==> config.mk <==
export PLATFORM = sky130hd
export DESIGN_NAME = output_capture
export DESIGN_NICKNAME = d
export VERILOG_FILES = /design/src/rtl/output_capture_pkg.sv /design/src/rtl/output_capture_fifo.sv /design/src/rtl/output_capture.sv
export SDC_FILE = /design/constraint.sdc
export NUM_CORES = 1
export LEC_CHECK = 0
export CORE_MARGIN = 3
export CORE_UTILIZATION = 60
export DETAILED_ROUTE_END_ITERATION = 8
export PLACE_DENSITY_LB_ADDON = 0.12
export SYNTH_ARGS = -nofsm -noshare
export SYNTH_HDL_FRONTEND = slang
export SYNTH_SLANG_ARGS = --single-unit
==> constraint.sdc <==
create_clock -name clk -period 6.4 [get_ports clk]
set_clock_uncertainty 0.05 [all_clocks]
set_input_delay 1.28 -clock clk [delete_from_list [all_inputs] [get_ports clk]]
set_output_delay 1.28 -clock clk [all_outputs]
set_load 0.01 [all_outputs]
==> src/rtl/output_capture_pkg.sv <==
// output_capture_pkg: shared sizing defaults, capture FSM encoding and helpers
package output_capture_pkg;

    localparam int NB_DEF      = 12;
    localparam int DEPTH_DEF   = 16;
    localparam int IDLE_TO_DEF = 32;

    typedef enum logic [1:0] {
        ST_IDLE    = 2'd0,
        ST_CAPTURE = 2'd1,
        ST_DONE    = 2'd2
    } cap_state_e;

    function automatic logic [7:0] sat_inc8(input logic [7:0] v);
        return (v == 8'hFF) ? v : v + 8'd1;
    endfunction

endpackage

==> src/rtl/output_capture_fifo.sv <==
// capture_fifo: sample storage with wrapping pointers, occupancy and registered read port
module capture_fifo #(
    parameter int NB    = 12,
    parameter int DEPTH = 16
) (
    input  logic                     clk,
    input  logic                     rst_n,
    input  logic                     clr,
    input  logic                     wr_en,
    input  logic [NB-1:0]            wr_data,
    input  logic                     rd_en,
    output logic [NB-1:0]            rd_data,
    output logic [$clog2(DEPTH):0]   count
);

    localparam int AW = $clog2(DEPTH);
    localparam int CW = AW + 1;

    logic [NB-1:0] mem_q [DEPTH];
    logic [AW-1:0] wr_ptr_q, wr_ptr_d, rd_ptr_q, rd_ptr_d;
    logic [CW-1:0] count_q, count_d;
    logic [NB-1:0] rd_data_q, rd_data_d;

    // Pointer, occupancy and read-data next state; callers only assert wr_en/rd_en when legal
    always_comb begin
        wr_ptr_d  = clr ? '0 : (wr_en ? wr_ptr_q + 1'b1 : wr_ptr_q);
        rd_ptr_d  = clr ? '0 : (rd_en ? rd_ptr_q + 1'b1 : rd_ptr_q);
        count_d   = clr ? '0 : count_q + CW'(wr_en) - CW'(rd_en);
        rd_data_d = clr ? '0 : (rd_en ? mem_q[rd_ptr_q] : rd_data_q);
    end

    // Control state register
    always_ff @(posedge clk or negedge rst_n) begin
        if (!rst_n) begin
            wr_ptr_q  <= '0;
            rd_ptr_q  <= '0;
            count_q   <= '0;
            rd_data_q <= '0;
        end else begin
            wr_ptr_q  <= wr_ptr_d;
            rd_ptr_q  <= rd_ptr_d;
            count_q   <= count_d;
            rd_data_q <= rd_data_d;
        end
    end

    // Storage array needs no reset: occupancy alone decides what is valid
    always_ff @(posedge clk) begin
        if (wr_en) mem_q[wr_ptr_q] <= wr_data;
    end

    assign rd_data = rd_data_q;
    assign count   = count_q;

endmodule

==> src/rtl/output_capture.sv <==
// output_capture: buffers filter samples, tracks overflow and detects end of a capture run
module output_capture
    import output_capture_pkg::*;
#(
    parameter int NB      = NB_DEF,
    parameter int DEPTH   = DEPTH_DEF,
    parameter int IDLE_TO = IDLE_TO_DEF
) (
    input  logic                   clk,
    input  logic                   rst_n,
    input  logic                   vIn,
    input  logic [NB-1:0]          dIn,
    input  logic                   clr,
    input  logic                   rdEn,
    output logic [NB-1:0]          rdData,
    output logic                   rdValid,
    output logic [$clog2(DEPTH):0] count,
    output logic                   ovf,
    output logic [7:0]             ovfCnt,
    output logic                   done
);

    localparam int CW = $clog2(DEPTH) + 1;
    localparam int IW = $clog2(IDLE_TO + 1);

    cap_state_e    state_q, state_d;
    logic [IW-1:0] idle_q, idle_d;
    logic          ovf_q, ovf_d;
    logic [7:0]    ovf_cnt_q, ovf_cnt_d;
    logic          rd_valid_q, rd_valid_d;
    logic          full, rd_acc, wr_acc, drop;

    // A full buffer still accepts a write when a read frees a slot in the same cycle
    assign full   = count == CW'(DEPTH);
    assign rd_acc = rdEn && !clr && (count != '0);
    assign wr_acc = vIn && !clr && (!full || rd_acc);
    assign drop   = vIn && !clr && full && !rd_acc;

    capture_fifo #(
        .NB    (NB),
        .DEPTH (DEPTH)
    ) u_fifo (
        .clk     (clk),
        .rst_n   (rst_n),
        .clr     (clr),
        .wr_en   (wr_acc),
        .wr_data (dIn),
        .rd_en   (rd_acc),
        .rd_data (rdData),
        .count   (count)
    );

    // Capture FSM and idle counter next state; clear wins over everything
    always_comb begin
        state_d = state_q;
        idle_d  = idle_q;
        if (clr) begin
            state_d = ST_IDLE;
            idle_d  = '0;
        end else begin
            case (state_q)
                ST_IDLE: begin
                    state_d = vIn ? ST_CAPTURE : ST_IDLE;
                    idle_d  = '0;
                end
                ST_CAPTURE: begin
                    idle_d  = vIn ? '0 : idle_q + 1'b1;
                    state_d = (!vIn && idle_q == IW'(IDLE_TO - 1)) ? ST_DONE : ST_CAPTURE;
                end
                ST_DONE: begin
                    state_d = vIn ? ST_CAPTURE : ST_DONE;
                    idle_d  = vIn ? '0 : idle_q;
                end
                default: begin
                    state_d = ST_IDLE;
                    idle_d  = '0;
                end
            endcase
        end
    end

    // Overflow tracking and read-valid pulse next state
    always_comb begin
        ovf_d      = clr ? 1'b0 : (ovf_q | drop);
        ovf_cnt_d  = clr ? 8'd0 : (drop ? sat_inc8(ovf_cnt_q) : ovf_cnt_q);
        rd_valid_d = rd_acc;
    end

    // Control state register
    always_ff @(posedge clk or negedge rst_n) begin
        if (!rst_n) begin
            state_q    <= ST_IDLE;
            idle_q     <= '0;
            ovf_q      <= 1'b0;
            ovf_cnt_q  <= 8'd0;
            rd_valid_q <= 1'b0;
        end else begin
            state_q    <= state_d;
            idle_q     <= idle_d;
            ovf_q      <= ovf_d;
            ovf_cnt_q  <= ovf_cnt_d;
            rd_valid_q <= rd_valid_d;
        end
    end

    assign rdValid = rd_valid_q;
    assign ovf     = ovf_q;
    assign ovfCnt  = ovf_cnt_q;
    assign done    = state_q == ST_DONE;

endmodule
After elaboration in Yosys (flattened, before gate mapping)
Memory sizes are Yosys's and may differ from the RTL's.
Index checks and enable logic that the tools add are counted.

word-level totals
  bits in registers = 43
  RAM bits = 192
  input bits = 17
  output and inout port bits = 28
  logic and storage cells = 64
  memories = 1

memories
  memory        words  bits a word  read ports  clocked after Yosys merged registers in  wr ports  RTL line                   RTL
  u_fifo.mem_q  16     12           1           0                                        1         output_capture_fifo.sv:19  logic [NB-1:0] mem_q [DEPTH];

cells by class
  add/sub/neg operators = 6
  equality and inequality tests = 7
  multiplexer cells = 22
  bitwise gates (word level) = 1
  reduce and logical (&&, ||, !) cells = 18

operators with widths
  kind                 count
  $mux 12              2
  $mux 8               3
  $mux 6               3
  $mux 4               4
  $pmux 6 s2           1
  $add 4x1->4 const B  2
  $add 8x1->8 const B  1
  $eq 8x8->1 const B   1
  $logic_and 1x1->1    7
  $add 6x1->6 const B  1
  $eq 6x5->1 const B   1
  $mux 2               3
  $pmux 2 s3           1
  $reduce_bool 2->1    3
  $add 5x1->5          1
  $eq 5x5->1 const B   1
  $mux 5               1
  $reduce_bool 5->1    1
  $sub 5x1->5          1
  $logic_not 1->1      4
  $mux 1               4
  $ne 3x3->1 const B   1
  $eq 2x1->1 const B   1
  $eq 2x2->1 const B   1
  other kinds (5)      5

Longest topological paths before layout
Gate-level depths: netlist (run 1).

  depth after elaboration = 8
  gate-level depth with buffers = 14

Modules after synthesis
Synthesis (run 1) repeated with hierarchy kept, for this count alone.

unflattened totals
  cells, all modules = 553
  area, all modules = 9624.2 µm²

modules (own cells, without submodules)
  module          instances  cells an instance  area each (µm²)
  capture_fifo    1          457                8688.3
  output_capture  1          96                 935.9

Worst setup path before layout (run 1)
OpenSTA, ideal clock, no wires.

  kind = input -> register
  start point = input clr
  end point = register u_fifo.count_q[4] (netlist: u_fifo.count[4])
  data arrival time = 3443 ps
  setup slack = 2829 ps
  stages = 11
  buffers on the path = 2
  path through = clkbuf_1 clkbuf_1 nor2_1 ha_1 inv_1 ha_1 fa_1 a21oi_1 nor2_1 or3_1 a21oi_1

on the way
  word-level cells in the longest chain between the ends = 8

RTL lines
  element                             RTL line                   RTL
  start: declaration                  output_capture.sv:13       input logic clr,
  $logic_not 1->1 (*)                 output_capture.sv:35       assign rd_acc = rdEn && !clr && (count != '0);
  $logic_and 1x1->1 (*) (2 in a row)  output_capture.sv:35
  via rd_acc                          output_capture.sv:31       logic full, rd_acc, wr_acc, drop;
  $logic_or 1x1->1                    output_capture.sv:36       assign wr_acc = vIn && !clr && (!full || rd_acc);
  $logic_and 1x1->1                   output_capture.sv:36
  $add 5x1->5                         output_capture_fifo.sv:28  count_d = clr ? '0 : count_q + CW'(wr_en) - CW'(rd_en);
  $sub 5x1->5 (*)                     output_capture_fifo.sv:28
  $mux 5 (*)                          output_capture_fifo.sv:28
  via u_fifo.count_d[4]               output_capture_fifo.sv:21  logic [CW-1:0] count_q, count_d;
  end signal: assignment              output_capture_fifo.sv:42  count_q <= count_d;
  end: declaration                    output_capture_fifo.sv:21

The timed path passes the listed nets; every way through them passes the cells marked *.
A chain may end at the register's enable or synchronous reset.

Worst setup path in the final report (run 1)
  start point = input clr
  end point = register u_fifo.count_q[4] (netlist: u_fifo.count[4])

on the way
  word-level cells in the longest chain between the ends = 8

RTL lines
  element                         RTL line
  $logic_not 1->1                 output_capture.sv:35, output_capture.sv:36
  $logic_and 1x1->1 (2 in a row)  output_capture.sv:35
  $logic_or 1x1->1                output_capture.sv:36
  $logic_and 1x1->1               output_capture.sv:36
  $add 5x1->5                     output_capture_fifo.sv:28
  $sub 5x1->5                     output_capture_fifo.sv:28
  $mux 5 (*)                      output_capture_fifo.sv:28
  via u_fifo.count_d[4]           output_capture_fifo.sv:21

Marked as above.

==> results.md, run 1 <==
| Parameter | Value |
| --- | --- |
| Run status | finished, final reports clean |
| Warning count from the yosys run | 0 |
| Core footprint | 15,300 µm² |
| Final Max Tran Viols | 0 |
| # diodes | 0 |
| Worst-case setup slack after placement | 1.80 ns |
| Total congestion overflow | 0 |
| Slowest cell delay on critical path | 0.44 ns |
| Half-perimeter wire length of the detailed placement result | 11,600 µm |
| Share of flip-flops with an asynchronous set or reset | 18.3% |
| Count of buffers from port buffering | 44 |
| Capturing element type of the critical path | flip-flop |
| Fraction of the mapped netlist area in compound gates | 3.61% |
| Startpoint kind of the worst setup timing path | primary input |
| Fraction of synthesized cell area taken by the top area cell type | 60.9% |
| Launching point of the worst reg2reg path | u_fifo.count[2] |
| CTS H-tree lvls | 1 |
| Nets@finish | 592 |
| Adder-cell share of the synthesized area | 1.93% |
| Max-slew headroom at the worst pin | 25.0% |
| Startpoint of the most critical hold path | state_q[1] |
| Cts repair resizes | 0 |
| Proportion of synthesized chip area in sequential cells | 72.2% |
| Register-to-register setup slack | 2.66 ns |
| Syn-to-layout area delta | 14.7% |
| TritonCTS Sinks | 235 |
| Post-layout util | 70.9% |
| TritonCTS clock tree | done |
| Maximum vdd ir drop | 0.246 mV |
| Count of flip-flops with a built-in enable after synthesis | 192 |
| Top_reg_cell synth | edfxtp_1 |
| Post-synth top area cell | edfxtp_1 |
| Floorplan row count | 45 |
| Via count of the first global-routing pass | 4,953 |
| Number of primary I/O pins | 45 |
| Total Negative Setup Slacks | 0 ns |
| Buffers inserted by post-CTS timing repair | 0 |
| Die H | 132 µm |
| RSZ-0062 raised after global routing | false |
| Kind of cell with the highest combined delay on the critical path | buffers and inverters |
| Combinational family with the most area after synthesis | multiplexers |
| Cells after synthesis | 515 |
| Post-layout minimum cycle time | 4.14 ns |
| Avg Synthesized Cell Area | 18.4 µm² |
| DRC violation count after routing | 0 |
| Maximum operating frequency | 242 MHz |
| Mux contribution to synthesized area | 14.3% |
| Number of vias in the routed layout | 4,894 |
| Class of the most critical hold timing path | flip-flop to flip-flop |
| Filler cell count in the final layout | 965 |
| Static leakage | 3.61 nW |
| Antenna violations before repair | 0 |
| Worst path slowest cell | o311ai_1 |
| WP buf/inv | 4 |
| Clock slew at the register clock pins of the worst setup and hold paths | 0.06 ns |
| Number of instances in the placed design | 746 |
| Antenna viol nets, final | 0 |
| Number of search-and-repair iterations in the first detailed-routing pass | 5 |
| Top cells by area, synth | edfxtp_1, mux4_2, dfrtp_1 |
| Start point of the critical path | clr |
| Total setup violations reported at the end of the flow | 0 |
| Area of the die | 17,300 µm² |
| DIE WIDTH | 132 µm |
| Clock network latency to the later pin of the worst-skew pair | 0.53 ns |
| Share of the synthesized netlist area taken by xor and xnor gates | 0.925% |
| Worst-path maximum fanout | 29 |
| Routed Wire Length | 18,500 µm |
| Global-route wire length before repair | 29,000 µm |
| Routability cong. | 0.869 |
| DRC violation total after the first TritonRoute iteration | 488 |
| Worst path setup slack after routing | 2.26 ns |
| Startpoint-to-endpoint class of the critical path | primary input to flip-flop |
| CTS buffer count | 24 |
| Post-Syn Area | 9470 µm² |
| Number of hold violations in the final report | 0 |
| Overall fraction of global-route tracks in use | 21.9% |
| CP Data Arrival Time | 4.52 ns |
| Syn_nets | 546 |
| Fraction of final layout cells sized beyond drive strength 1 | 16.8% |
| Initial standard-cell utilization of the core | 61.8% |
| Worst-Margin Slew | 1.11 ns |
| Non-Filler Instances | 790 |
| Max Buffers Root-to-Sink | 3 |
| Post-route fraction of the period consumed by the critical path | 64.6% |
| Synth unique cells | 44 |
| Post-synthesis register bit count | 235 |
| Pin count of the biggest net entering global routing | 52 |
| Total power density per cell area | 343 nW/µm² |
| Number of max-capacitance violations reported | 0 |
| CP cell instances | clkdlybuf4s50_1 -> buf_4 -> inv_1 -> o311ai_1 -> ha_1 -> inv_1 -> ha_1 -> fa_1 -> a21oi_1 -> nor2_1 -> or3_1 -> a21oi_1 |
| Cell at the root of the clock tree | clkbuf_16 |
| Synthesized-area fraction occupied by and/or/nand/nor cells | 5.34% |
| Required time of the critical path | 6.78 ns |
| Post-DR vias/cell | 6.19 |
| Post-DR wirelength/cell | 23.4 µm |
| Number of buffers added to fix hold violations after cts | 0 |
## routing by layer
metal  share of wire, %  up-vias  global-route usage, %
met1                 45     2533                   33.2
li1                   -     2162                      -
met2                 47      166                   33.8
met3                5.6       33                   3.71
met4                2.5        0                   6.13
met5                  0        -                      0
## registers in the layout, indices dropped and copies added (netlist names)
register and flops:
rdValid 1, u_fifo.count 5, idle_q 6, state_q 2, ovfCnt 8, u_fifo.wr_ptr_q 4
u_fifo.mem_q 192, ovf 1, u_fifo.rd_ptr_q 4, u_fifo.rd_data 12
## worst paths after layout
path	cells after the start	end
setup reg to reg	13	u_fifo.count[4]
hold reg to reg	1	state_q[0]
min in group asynchronous	1	u_fifo.count[4]
max in group asynchronous	1	u_fifo.rd_ptr_q[1]
hold / removal	1	state_q[0]
setup / recovery	12	u_fifo.count[4]
## kinds of logic after synthesis
| group | count (synthesis) |
|---|---|
| flip-flops | 235 |
| AND/OR/NAND/NOR | 92 |
| AO/OA/AOI/OAI | 49 |
| buffers and inverters | 40 |
| adder cells (fa/ha/maj) | 14 |
| XOR/XNOR | 10 |
| multiplexers | 75 |
## where the power goes
part | switching (mW) | internal, mW | total (mW)
clock | 0.573 | 0.775 | 1.35
sequential | 0.0880 | 1.72 | 1.81
combinational | 0.284 | 0.288 | 0.572
## stage by stage
step / hold WS [ns] / power [mW] / instance area (µm²)
floorplan: 0.404 / 2.18 / 9470
detailed placement: 0.443 / 2.41 / 10100
global route: 0.473 / 3.88 / 10900
global placement: 0.433 / 2.40 / 10100
finish: 0.450 / 3.73 / 10900
CTS: 0.456 / 3.76 / 10900
## area by class of cell
class | count | area [µm²] | share of cell area (%)
well taps | 211 | 264 | 2.43
clock buffers | 26 | 608 | 5.60
flip-flops and latches | 235 | 6850 | 63.0
clock inverters | 18 | 168 | 1.54
inverters | 13 | 48.8 | 0.449
multi-input cells | 240 | 2470 | 22.7
repair buffers | 47 | 458 | 4.22
## Yosys cell counts (4+ instances only)
master and n:
a22oi_1 4, xor2_1 5, nor2b_1 6, dfrtp_1 43, or4_1 5, mux4_2 48, ha_1 13, a21oi_1 14
or3_1 4, and2_1 16, inv_1 13, mux2i_1 25, nor2_1 19, clkbuf_1 19, nor3_1 4, xnor2_1 5
edfxtp_1 192, buf_2 5, nand2_1 5, o221ai_1 12, nand3_1 20, o21ai_0 6
## cell usage in the layout (no fill, tap or decap), drive strengths merged, types with 2 or more instances in the layout
cell,instances
clkbuf,26
nor3,4
a22oi,4
or3,4
clkinv,13
nand2,5
or4,5
ha,13
o21ai,6
nand4,3
nor2,19
o31ai,3
bufinv,2
mux2,2
a21oi,14
mux2i,25
nand3,20
buf,4
o221ai,12
nor4,2
clkinvlp,2
edfxtp,192
mux4,48
nand2b,2
or3b,3
o41ai,3
o311ai,3
clkdlybuf4s50,43
nor2b,6
and2,16
xor2,5
xnor2,5
inv,14
dfrtp,43
## worst reg2reg max path: cells and delay by family (launching register included)
family | cells | cell delay (ns)
simple gates | 5 | 1.67
fa+ha+maj | 4 | 1.10
flops | 1 | 0.39
compound gates | 2 | 0.33
buf+inv | 2 | 0.14
(Power assumes the default switching activity.)
==> run 2, diff against run 1 <==
CORE_UTILIZATION = 54   (was 60)
clock period = 3.35 ns   (was 6.4 ns; I/O delays follow)
==> run 2 against run 1 <==
Effect of this change:
- via count up 4.3%
- combinational power grew 99%
- wire length grew 8.1%
- largest cell class unchanged
- largest power group unchanged
==> results.md, run 2 (same netlist as run 1, synthesis figures left out) <==
| Parameter | Value |
| --- | --- |
| Worst path slowest cell | or4b_4 |
| Antenna violations before repair | 1 |
| CTS buffer count | 24 |
| Switching portion of total power | 24.1% |
| Most common library cell in the layout ignoring fill and taps | edfxtp_1 |
| Most flop-heavy register | u_fifo.mem_q |
| Max-slew headroom at the worst pin | 41.9% |
| Post-DR wirelength/cell | 24.1 µm |
| Worst-path maximum fanout | 4 |
| Worst-Margin Slew | 0.869 ns |
| Class of the most critical hold timing path | primary input to async pin |
| Area of the die | 19,200 µm² |
| Startpoint kind of the worst setup timing path | flip-flop |
| Routability cong. | 0.814 |
| Startpoint-to-endpoint class of the critical path | flip-flop to flip-flop |
| GR met2 Demand/Resource | 33.1% |
| GRT met3 Usage | 3.59% |
| Total Negative Setup Slacks | 0 ns |
| Count of buffers from port buffering | 44 |
| Number of hold violations in the final report | 0 |
| Overall fraction of global-route tracks in use | 21.0% |
| Routing layer with the top usage in global route | met2 |
| Core footprint | 16,900 µm² |
| Post-layout minimum cycle time | 3.08 ns |
| Floorplan row count | 47 |
| Number of flip-flops in the largest register | 192 |
| RSZ-0062 raised after global routing | false |
| Pin count of the biggest net entering global routing | 29 |
| Cell at the root of the clock tree | clkbuf_16 |
| Kind of cell with the highest combined delay on the critical path | simple AND/OR/NAND/NOR gates |
| Maximum operating frequency | 325 MHz |
| Required time of the critical path | 3.73 ns |
| Post-route fraction of the period consumed by the critical path | 91.9% |
| Final Max Tran Viols | 0 |
| Routed Wire Length | 20,000 µm |
| Syn-to-layout area delta | 18.5% |
| Fraction of power consumed by sequential logic | 47.6% |
| CTS H-tree lvls | 1 |
| Filler cell count in the final layout | 1,119 |
| Static leakage | 3.80 nW |
| Antenna viol nets, final | 0 |
| Number of search-and-repair iterations in the first detailed-routing pass | 7 |
| Post-layout util | 66.5% |
| Global-route wire length before repair | 31,000 µm |
| Cell internal power dissipation | 5.47 mW |
| TritonCTS Sinks | 235 |
| Half-perimeter wire length of the detailed placement result | 12,500 µm |
| Initial standard-cell utilization of the core | 56.1% |
| DRC violation total after the first TritonRoute iteration | 371 |
| TritonCTS clock tree | done |
| Number of primary I/O pins | 45 |
| Number of buffers added to fix hold violations after cts | 0 |
| Number of max-capacitance violations reported | 0 |
| Clock slew at the register clock pins of the worst setup and hold paths | 0.06 ns |
| Net Switching | 1.74 mW |
| Number of vias in the routed layout | 5,102 |
| Met1 demand-to-capacity share in global routing | 31.4% |
| Clk network pwr share | 36.6% |
| Total congestion overflow | 0 |
| WP buf/inv | 2 |
| Buffers inserted by post-CTS timing repair | 0 |
| Clock network latency to the later pin of the worst-skew pair | 0.50 ns |
| Total power density per cell area | 643 nW/µm² |
| DIE WIDTH | 138 µm |
| Cell mode on critical path | ha_1 |
| DRC violation count after routing | 0 |
| Comb pwr share | 15.8% |
| Nets@finish | 622 |
| Run status | finished, final reports clean |
| Die H | 138 µm |
| CP cell instances | inv_1 -> ha_1 -> or4b_4 -> nand2_4 -> nor2_1 -> ha_1 -> inv_1 -> ha_1 -> fa_1 -> a21oi_1 -> nor2_1 -> or3_1 -> a21oi_1 |
| Via count of the first global-routing pass | 5,174 |
| Slowest cell delay on critical path | 0.51 ns |
| Post-DR vias/cell | 6.15 |
| Most used cells in the layout excluding fill and tap cells | edfxtp_1, mux4_2, clkdlybuf4s50_1 |
| Total setup violations reported at the end of the flow | 0 |
| Maximum vdd ir drop | 0.401 mV |
| Fraction of final layout cells sized beyond drive strength 1 | 20.6% |
| Max Buffers Root-to-Sink | 3 |
| Capturing element type of the critical path | flip-flop |
| CP Data Arrival Time | 3.45 ns |
==> run 2: cell count changes in the layout (fill, tap and decap cells not counted) <==
cell,before,now
clkbuf_1,2,4
bufinv_16,2,3
nand2_1,5,4
or4b_4,0,1
diode_2,0,1
nand2_4,0,1
or4b_2,1,0
clkinv_16,1,0
buf_4,3,25
buf_12,0,8
clkinv_2,7,4
clkbuf_16,24,25
inv_6,1,0
==> run 2: layout make-up <==
class | instances | area (µm²) | share of cell area (%)
inverters | 13 | 48.8 | 0.435
multi-input cells | 240 | 2480 | 22.1
flip-flops and latches | 235 | 6850 | 61.0
diodes | 1 | 2.50 | 0.0223
well taps | 220 | 275 | 2.45
clock inverters | 14 | 144 | 1.28
repair buffers | 77 | 783 | 6.98
clock buffers | 29 | 641 | 5.71
==> run 2: path summary, 6_finish.rpt <==
path | slack (ns) | start | to | cells after the start
max | 0.27 | u_fifo.count[2] | u_fifo.count[4] | 13
min | 0.16 | rst_n | u_fifo.rd_ptr_q[2] | 1
max reg2reg | 0.27 | u_fifo.count[2] | u_fifo.count[4] | 13
min reg2reg | 0.46 | state_q[1] | state_q[0] | 1
max in group asynchronous | 2.37 | rst_n | ovfCnt[4] | 2
min in group clk | 0.46 | state_q[1] | state_q[0] | 1
==> run 2: timing repair <==
action | 4_1_cts | 5_1_grt
endpoints found under the setup margin | 0 | 1
hold endpoints to repair | 0 | 0
gates resized for setup | 0 | 1
==> run 2: routing by layer <==
metal  vias up  wire, µm
li1       2226         -
met1      2634      8370
met2       212      9720
met3        30      1580
met4         0       352
met5         -         0
==> run 2: power groups by stage <==
| stage | Clock (mW) | Sequential (mW) | Combinational, mW |
|---|---|---|---|
| after floorplan | 0 | 3.43 | 0.750 |
| after global placement | 0 | 3.50 | 1.12 |
| final | 2.64 | 3.44 | 1.14 |
| after detailed placement | 0 | 3.50 | 1.14 |
| after global routing | 2.81 | 3.46 | 1.24 |
| after CTS | 2.69 | 3.44 | 1.15 |
==> run 2: through the flow <==
stage / power (mW) / cells / setup WS (ns) / hold WS (ns) / area [µm²]
global placement: 4.62 / 785 / 0.175 / 0.414 / 10400
CTS: 7.28 / 828 / 0.0483 / 0.158 / 11200
finish: 7.21 / 829 / 0.273 / 0.157 / 11200
floorplan: 4.18 / 515 / 0.00672 / 0.324 / 9480
detailed placement: 4.64 / 785 / 0.0625 / 0.444 / 10400
global route: 7.52 / 829 / 0.0925 / 0.161 / 11200
